### src/rtl/mem_port_arbiter.sv
// mem_port_arbiter
// Shares the single start/done port of the coprocessor matrix memory between
// the core sequencer and the host port. One transaction is in flight at a
// time; ties are broken round robin against the last owner. A watchdog aborts
// transactions whose memory never answers, and also bounds the wait for the
// memory to drop done after a transaction.

module mem_port_arbiter #(
    parameter int AW      = 8,
    parameter int DW      = 16,
    parameter int TIMEOUT = 255
) (
    input  logic          clk,
    input  logic          reset,

    input  logic          c_req,
    input  logic          c_wr,
    input  logic [AW-1:0] c_addr,
    input  logic [DW-1:0] c_wdata,
    output logic          c_ack,
    output logic          c_err,

    input  logic          h_req,
    input  logic          h_wr,
    input  logic [AW-1:0] h_addr,
    input  logic [DW-1:0] h_wdata,
    output logic          h_ack,
    output logic          h_err,

    output logic [DW-1:0] rdata,

    output logic          mem_start,
    output logic          mem_wr,
    output logic [AW-1:0] mem_addr,
    output logic [DW-1:0] mem_wdata,
    input  logic [DW-1:0] mem_rdata,
    input  logic          mem_done,

    output logic          busy,
    output logic          owner
);

    // Watchdog width covers 0..TIMEOUT; the abort fires on the cycle whose
    // increment would make the count equal TIMEOUT.
    localparam int            CW      = $clog2(TIMEOUT + 1);
    localparam logic [CW-1:0] WD_LAST = CW'(TIMEOUT - 1);
    localparam logic [CW-1:0] WD_ONE  = CW'(1);
    localparam logic [CW-1:0] WD_ZERO = CW'(0);

    typedef enum logic [1:0] {
        ST_IDLE    = 2'd0,
        ST_ISSUE   = 2'd1,
        ST_RELEASE = 2'd2
    } state_t;

    state_t        state_r, state_s;
    logic [CW-1:0] wd_r, wd_s;

    logic          mem_start_r, mem_start_s;
    logic          mem_wr_r, mem_wr_s;
    logic [AW-1:0] mem_addr_r, mem_addr_s;
    logic [DW-1:0] mem_wdata_r, mem_wdata_s;
    logic [DW-1:0] rdata_r, rdata_s;
    logic          owner_r, owner_s;
    logic          busy_r, busy_s;
    logic          c_ack_r, c_ack_s;
    logic          c_err_r, c_err_s;
    logic          h_ack_r, h_ack_s;
    logic          h_err_r, h_err_s;

    // Core wins when it is the only requester, or on a tie when the host
    // held the port last.
    logic          grant_core_s;
    logic          grant_host_s;

    // Round-robin grant decision, evaluated only while idle.
    always_comb begin
        grant_core_s = 1'b0;
        grant_host_s = 1'b0;
        if (state_r == ST_IDLE) begin
            if (c_req && (!h_req || owner_r)) begin
                grant_core_s = 1'b1;
            end else if (h_req) begin
                grant_host_s = 1'b1;
            end else begin
                grant_core_s = 1'b0;
                grant_host_s = 1'b0;
            end
        end else begin
            grant_core_s = 1'b0;
            grant_host_s = 1'b0;
        end
    end

    // Next-state and next-output logic for the IDLE/ISSUE/RELEASE sequence.
    always_comb begin
        state_s     = state_r;
        wd_s        = wd_r;
        mem_start_s = mem_start_r;
        mem_wr_s    = mem_wr_r;
        mem_addr_s  = mem_addr_r;
        mem_wdata_s = mem_wdata_r;
        rdata_s     = rdata_r;
        owner_s     = owner_r;
        c_ack_s     = 1'b0;
        c_err_s     = 1'b0;
        h_ack_s     = 1'b0;
        h_err_s     = 1'b0;

        case (state_r)
            ST_IDLE: begin
                if (grant_core_s) begin
                    mem_wr_s    = c_wr;
                    mem_addr_s  = c_addr;
                    mem_wdata_s = c_wdata;
                    owner_s     = 1'b0;
                    mem_start_s = 1'b1;
                    wd_s        = WD_ZERO;
                    state_s     = ST_ISSUE;
                end else if (grant_host_s) begin
                    mem_wr_s    = h_wr;
                    mem_addr_s  = h_addr;
                    mem_wdata_s = h_wdata;
                    owner_s     = 1'b1;
                    mem_start_s = 1'b1;
                    wd_s        = WD_ZERO;
                    state_s     = ST_ISSUE;
                end else begin
                    state_s = ST_IDLE;
                end
            end

            ST_ISSUE: begin
                // A done level already present on entry counts as completion.
                if (mem_done) begin
                    if (!mem_wr_r) begin
                        rdata_s = mem_rdata;
                    end else begin
                        rdata_s = rdata_r;
                    end
                    if (owner_r) begin
                        h_ack_s = 1'b1;
                    end else begin
                        c_ack_s = 1'b1;
                    end
                    mem_start_s = 1'b0;
                    wd_s        = WD_ZERO;
                    state_s     = ST_RELEASE;
                end else if (wd_r >= WD_LAST) begin
                    if (owner_r) begin
                        h_err_s = 1'b1;
                    end else begin
                        c_err_s = 1'b1;
                    end
                    mem_start_s = 1'b0;
                    wd_s        = WD_ZERO;
                    state_s     = ST_RELEASE;
                end else begin
                    wd_s = wd_r + WD_ONE;
                end
            end

            ST_RELEASE: begin
                // Hold off the next grant until the memory has dropped done,
                // so a stale done never completes the following transaction.
                if (!mem_done) begin
                    state_s = ST_IDLE;
                end else if (wd_r >= WD_LAST) begin
                    state_s = ST_IDLE;
                end else begin
                    wd_s = wd_r + WD_ONE;
                end
            end

            default: begin
                state_s     = ST_IDLE;
                mem_start_s = 1'b0;
                wd_s        = WD_ZERO;
            end
        endcase

        busy_s = (state_s != ST_IDLE);
    end

    // State, watchdog and registered outputs with synchronous reset.
    always_ff @(posedge clk) begin
        if (reset) begin
            state_r     <= ST_IDLE;
            wd_r        <= WD_ZERO;
            mem_start_r <= 1'b0;
            mem_wr_r    <= 1'b0;
            mem_addr_r  <= {AW{1'b0}};
            mem_wdata_r <= {DW{1'b0}};
            rdata_r     <= {DW{1'b0}};
            owner_r     <= 1'b1;
            busy_r      <= 1'b0;
            c_ack_r     <= 1'b0;
            c_err_r     <= 1'b0;
            h_ack_r     <= 1'b0;
            h_err_r     <= 1'b0;
        end else begin
            state_r     <= state_s;
            wd_r        <= wd_s;
            mem_start_r <= mem_start_s;
            mem_wr_r    <= mem_wr_s;
            mem_addr_r  <= mem_addr_s;
            mem_wdata_r <= mem_wdata_s;
            rdata_r     <= rdata_s;
            owner_r     <= owner_s;
            busy_r      <= busy_s;
            c_ack_r     <= c_ack_s;
            c_err_r     <= c_err_s;
            h_ack_r     <= h_ack_s;
            h_err_r     <= h_err_s;
        end
    end

    assign mem_start = mem_start_r;
    assign mem_wr    = mem_wr_r;
    assign mem_addr  = mem_addr_r;
    assign mem_wdata = mem_wdata_r;
    assign rdata     = rdata_r;
    assign owner     = owner_r;
    assign busy      = busy_r;
    assign c_ack     = c_ack_r;
    assign c_err     = c_err_r;
    assign h_ack     = h_ack_r;
    assign h_err     = h_err_r;

endmodule

### config.mk
export PLATFORM = sky130hd
export DESIGN_NAME = mem_port_arbiter
export DESIGN_NICKNAME = d
export VERILOG_FILES = /design/src/rtl/mem_port_arbiter.sv
export SDC_FILE = /design/constraint.sdc
export NUM_CORES = 1
export LEC_CHECK = 0
export CORE_MARGIN = 2
export CORE_UTILIZATION = 38
export DETAILED_ROUTE_END_ITERATION = 6
export PLACE_DENSITY = 0.82
export SKIP_CTS_REPAIR_TIMING = 1
export SLEW_MARGIN = 20
export SYNTH_ARGS = -nofsm -noshare
export SYNTH_HDL_FRONTEND = slang
export SYNTH_SLANG_ARGS = --single-unit
### constraint.sdc
create_clock -name clk -period 1.77 [get_ports clk]
set_clock_uncertainty 0.1 [all_clocks]
set_input_delay 0.531 -clock clk [delete_from_list [all_inputs] [get_ports clk]]
set_output_delay 0.531 -clock clk [all_outputs]
set_load 0.03 [all_outputs]
Word level (Yosys, flattened, before mapping)
Cells that the tools add are included.
- register bits: 58
- bits of input ports: 71
- output and inout bits: 48
- word-level logic and storage cells: 71
- add/subtract/negate cells: 1
- $lt $le $gt $ge: 1
- eq/ne operators: 6
- mux-type cells: 33
- bitwise logic cells: 5
- reductions and logical operators: 12
- operators with widths (operator ; number):
    $mux W8 ; 8
    $mux W16 ; 2
    $pmux W8 S3 ; 1
    $mux W1 ; 16
    $reduce_and A3 Y1 ; 3
    $add A8 B1 Y8 const B ; 1
    $ge A8 B8 Y1 const B ; 1
    $mux W2 ; 4
    $ne A3 B3 Y1 const B ; 2
    $pmux W2 S3 ; 1
    $not A1 Y1 ; 5
    $ne A2 B2 Y1 const B ; 2
    $reduce_bool A2 Y1 ; 2
    $reduce_or A4 Y1 ; 1
    $pmux W1 S3 ; 1
    $reduce_or A3 Y1 ; 1
    $eq A2 B1 Y1 const B ; 1
    $eq A2 B2 Y1 const B ; 1
    $logic_not A2 Y1 ; 1
    $reduce_and A2 Y1 ; 1
    $logic_and A1 B1 Y1 ; 1
    $logic_not A1 Y1 ; 1
    $logic_or A1 B1 Y1 ; 1

Logic depth before layout (Yosys ltp)
- word-level depth: 9
- gate-level depth with buffers: 8

Least setup slack after synthesis
Ideal clock, no wire load.
- path type: reg2reg
- start: reg state_r[1]
- end: reg wd_r[3]
- arrival: 1523 ps
- data required time: 1535 ps
- slack: 12 ps
- stages on the path, launching flop included: 8
- path buffers: 1
- clock period less this slack: 1758 ps
- path through: dfxtp_1 -> inv_1 -> ha_1 -> or3b_4 -> o211a_1 -> buf_6 -> a31oi_1 -> a311oi_1
- word-level cells in the longest chain between the ends: 4
- ends and longest elaborated chain (item ; RTL line ; RTL):
    start, declared ; 56 ; state_t state_r, state_s;
    start signal, assigned ; 202 ; state_r <= state_s;
    $logic_not A2 Y1 ; 80, 110 ;
    $mux W1 ; 80 ; if (state_r == ST_IDLE) begin
    $ne A3 B3 Y1 (no line) / $mux W8 (equally long branches) ; n/a ;
    $reduce_and A3 Y1 (no line) / $pmux W8 S3 (equally long branches) ; n/a ;
    end signal, assigned ; 203 ; wd_r <= wd_s;
    end, declared ; 57 ; logic [CW-1:0] wd_r, wd_s;
Several ways; a longest one is shown, not always the timed one.
A chain may end at the register's enable or synchronous reset.

Final worst setup path
- start: reg state_r[0]
- end: reg wd_r[2]
The elaborated chain is that of the path after synthesis.

==> results.py <==
metrics = {
    "final_layout": {
        "antenna_cells": 0,
        "layout_common_cells": "clkdlybuf4s50_1, dfxtp_1, dlymetal6s2s_1",
        "nets": 512,
        "n_fill_cell": 544,
        "syn2layout_area_growth_pct": 70.3,
        "layoutNonFillerInstCount": 536,
        "layout-drive-gt1-share_pct": 17.5,
        "final_common_cell": "clkdlybuf4s50_1",
    },
    "power_and_ir_drop": {
        "irDropWorstVdd_mv": 0.523,
        "power.switching_uw": 1130,
        "powerDensity_nw_per_um2": 807,
        "leakage_uw": 0.00254,
        "seqPwrFrac_pct": 39.6,
        "clkPwrFrac_pct": 32.3,
        "combPwrFrac_pct": 28.1,
        "p_sw_share_pct": 30.5,
        "p_int_uw": 2560,
    },
    "floorplan": {
        "initial_core_util_pct": 39.3,
        "die_w_um": 88.1,
        "fp.dieArea_um2": 7760,
        "rows": 30,
        "fp.dieH_um": 88.1,
        "core_um2": 6830,
        "boundaryPins": 119,
    },
    "synthesis": {
        "syn_inst": 295,
        "synth.mux.area_fraction_pct": 9.32,
        "ys_ff_latch": 58,
        "yosys.area_share.simple_pct": 18.4,
        "yosysUniqueCellTypes": 43,
        "syn_area_per_cell_um2": 9.11,
        "synth_xor_area_share_pct": 0,
        "synth_top_family_by_area": "compound AO/OA/AOI/OAI gates",
        "syn_nets": 372,
        "yosysWarnings": 0,
        "syn_area_um2": 2690,
        "synthAdderAreaFrac_pct": 2.79,
        "yosysSeqAreaShare_pct": 43.2,
        "synth_compound_area_share_pct": 20.2,
    },
    "clock_network": {
        "clock_latency_ps": 320,
        "cts_num_sinks": 58,
        "htreeDepth": 3,
        "clkSlewWorstSetupHoldPaths_ps": 70,
        "cts_root_buf": "clkbuf_8",
        "numCtsBuffers": 9,
        "clk_path_buf_depth": 2,
        "cts_tree": "yes",
    },
    "setup_path": {
        "path_max_fanout": 4,
        "crit_required_ps": 1920,
        "cp-start-kind": "register",
        "arrival_ps": 1890,
        "end_kind": "register",
        "setup.worst_path.class": "register to register",
    },
    "outcome": {
        "status": "finished, final reports clean",
    },
    "detailed_routing": {
        "drcViolationCount": 0,
        "wirelength_mm": 8.00,
        "viasPerCell": 5.07,
        "vias": 2715,
        "wire_per_inst_um": 14.9,
        "ant_nets": 0,
        "drt-pass1-iter-count": 4,
        "drt_iter0_drc": 184,
    },
    "sta": {
        "rsz0062_at_grt": "yes",
        "max_freq_mhz": 577,
        "hold_violations": 0,
        "setup_viol": 0,
        "final.period_utilization_pct": 97.9,
        "setup_ws_ps": 37.0,
        "fin_crit_ps": 1730,
        "slew_headroom_pct": 76.5,
        "tightest_slew_ps": 352,
        "drv_slew": 0,
    },
    "global_routing": {
        "grt_pass1_wl_mm": 11.7,
        "grt_pass1_vias": 2555,
        "grt_max_degree": 42,
        "grtUsageTotal_pct": 19.2,
        "antenna_found_initial": 0,
        "gr-total-overflow": 0,
    },
    "place": {
        "gp_congestion": 0.905,
        "hpwl_mm": 5.53,
        "numPortBuffers": 118,
        "dp.cells": 514,
        "preCtsSetupSlack_ps": -452,
    },
    "flow_run": {
        "cap_viol_max_count": 0,
    },
    "hold_path": {
        "hp-class": "register to register",
    },
}
-- power by group through the flow --
stage	Combinational [µW]	Sequential (µW)	Clock, µW
finish	1040	1460	1190
CTS	1010	1460	1220
detailed placement	1000	1490	0
global route	1110	1470	1270
global placement	983	1490	0
floorplan	340	1670	0
-- metal layers --
layer  up-vias  track usage [%]  routed length, µm  share of wire (%)
met5         -                0                  0                  0
met4         0             7.30                134                1.7
met3        16             5.56                651                8.1
met2       111             33.7               4150                 52
met1      1254             22.1               3070                 38
li1       1334                -                  -                  -
-- final timing paths --
| path | depth (start not counted) | slack, ps | startpoint | endpoint |
|---|---|---|---|---|
| setup / recovery | 7 | 40 | state_r[0] | wd_r[2] |
| hold reg to reg | 2 | 350 | rdata[10] | rdata[10] |
| setup reg to reg | 7 | 40 | state_r[0] | wd_r[2] |
| hold / removal | 2 | 350 | rdata[10] | rdata[10] |
-- cell usage after synthesis --
library cell	instances	share of area, %
and2_1	1	0.23
nor3b_1	1	0.28
nor2_1	30	4.2
o41ai_2	1	0.61
nand2b_1	2	0.47
o211a_1	1	0.37
nand2_1	38	5.3
buf_6	5	2.1
o21ai_0	4	0.75
a31oi_4	1	0.79
o211ai_4	1	0.79
o221ai_1	1	0.33
nor4_1	1	0.23
mux2i_1	25	9.3
nand4_4	1	0.79
o21a_1	1	0.28
a21oi_1	19	3.5
or2_2	1	0.23
or3b_4	1	0.42
o211ai_2	2	0.93
and4_1	1	0.33
ha_1	6	2.8
nand3b_1	2	0.56
nand2_4	1	0.42
a211o_1	1	0.33
nor2b_1	4	0.93
a31oi_1	5	1.2
or2_1	1	0.23
and3_1	4	0.93
buf_2	7	1.3
a311oi_1	2	0.65
nand2b_2	1	0.33
o211ai_1	5	1.4
nor3_1	3	0.56
nor4b_1	2	0.65
dfxtp_1	58	43
o2111ai_1	2	0.65
nand4_1	1	0.23
nand3_1	6	1.1
clkbuf_1	11	1.5
o31a_1	1	0.33
a211oi_1	26	7.3
inv_1	8	1.1
-- worst max-delay path, stage by stage, from the launching register on --
cell      delay (ps)
dfxtp_2          360
inv_1             70
ha_1             250
nor3b_2          260
buf_4            150
o211a_2          230
nand3b_1          90
a31oi_1          160
-- logic make-up after synthesis --
logic type	count (synthesis)
and+or+nand+nor	102
AOI/OAI and AO/OA	73
DFF	58
buffers and inverters	31
muxes	25
adders and majority gates	6
-- cell type report --
cell class                      count  area (µm²)  area share [%]
Tap cell                           96         120            2.63
Clock buffer                        9         124            2.71
Clock inverter                      7        68.8            1.50
Inverter                            8        30.0           0.656
Timing Repair Buffer              151        1610            35.3
Sequential cell                    58        1160            25.4
Multi-Input combinational cell    207        1460            31.8
-- flip-flops by register name, summed over array words and instances (netlist names) --
signal	flops
busy	1
c_ack	1
c_err	1
h_ack	1
h_err	1
mem_addr	8
mem_start	1
mem_wdata	16
mem_wr	1
owner	1
rdata	16
state_r	2
wd_r	8
-- through the flow --
| stage | total power, µW | hold WS, ps | area, µm² | setup TNS [ps] | util, % |
|---|---|---|---|---|---|
| floorplan | 2010 | 369 | 2690 | 0 | - |
| global placement | 2470 | 342 | 4110 | -15960 | 60.1 |
| detailed placement | 2490 | 347 | 4110 | -17940 | 60.1 |
| CTS | 3690 | 357 | 4300 | -11000 | 63.0 |
| global route | 3850 | 376 | 4580 | -211 | 67.0 |
| finish | 3690 | 351 | 4580 | 0 | 67.0 |
Note: power is estimated with default switching activity, not from simulation.
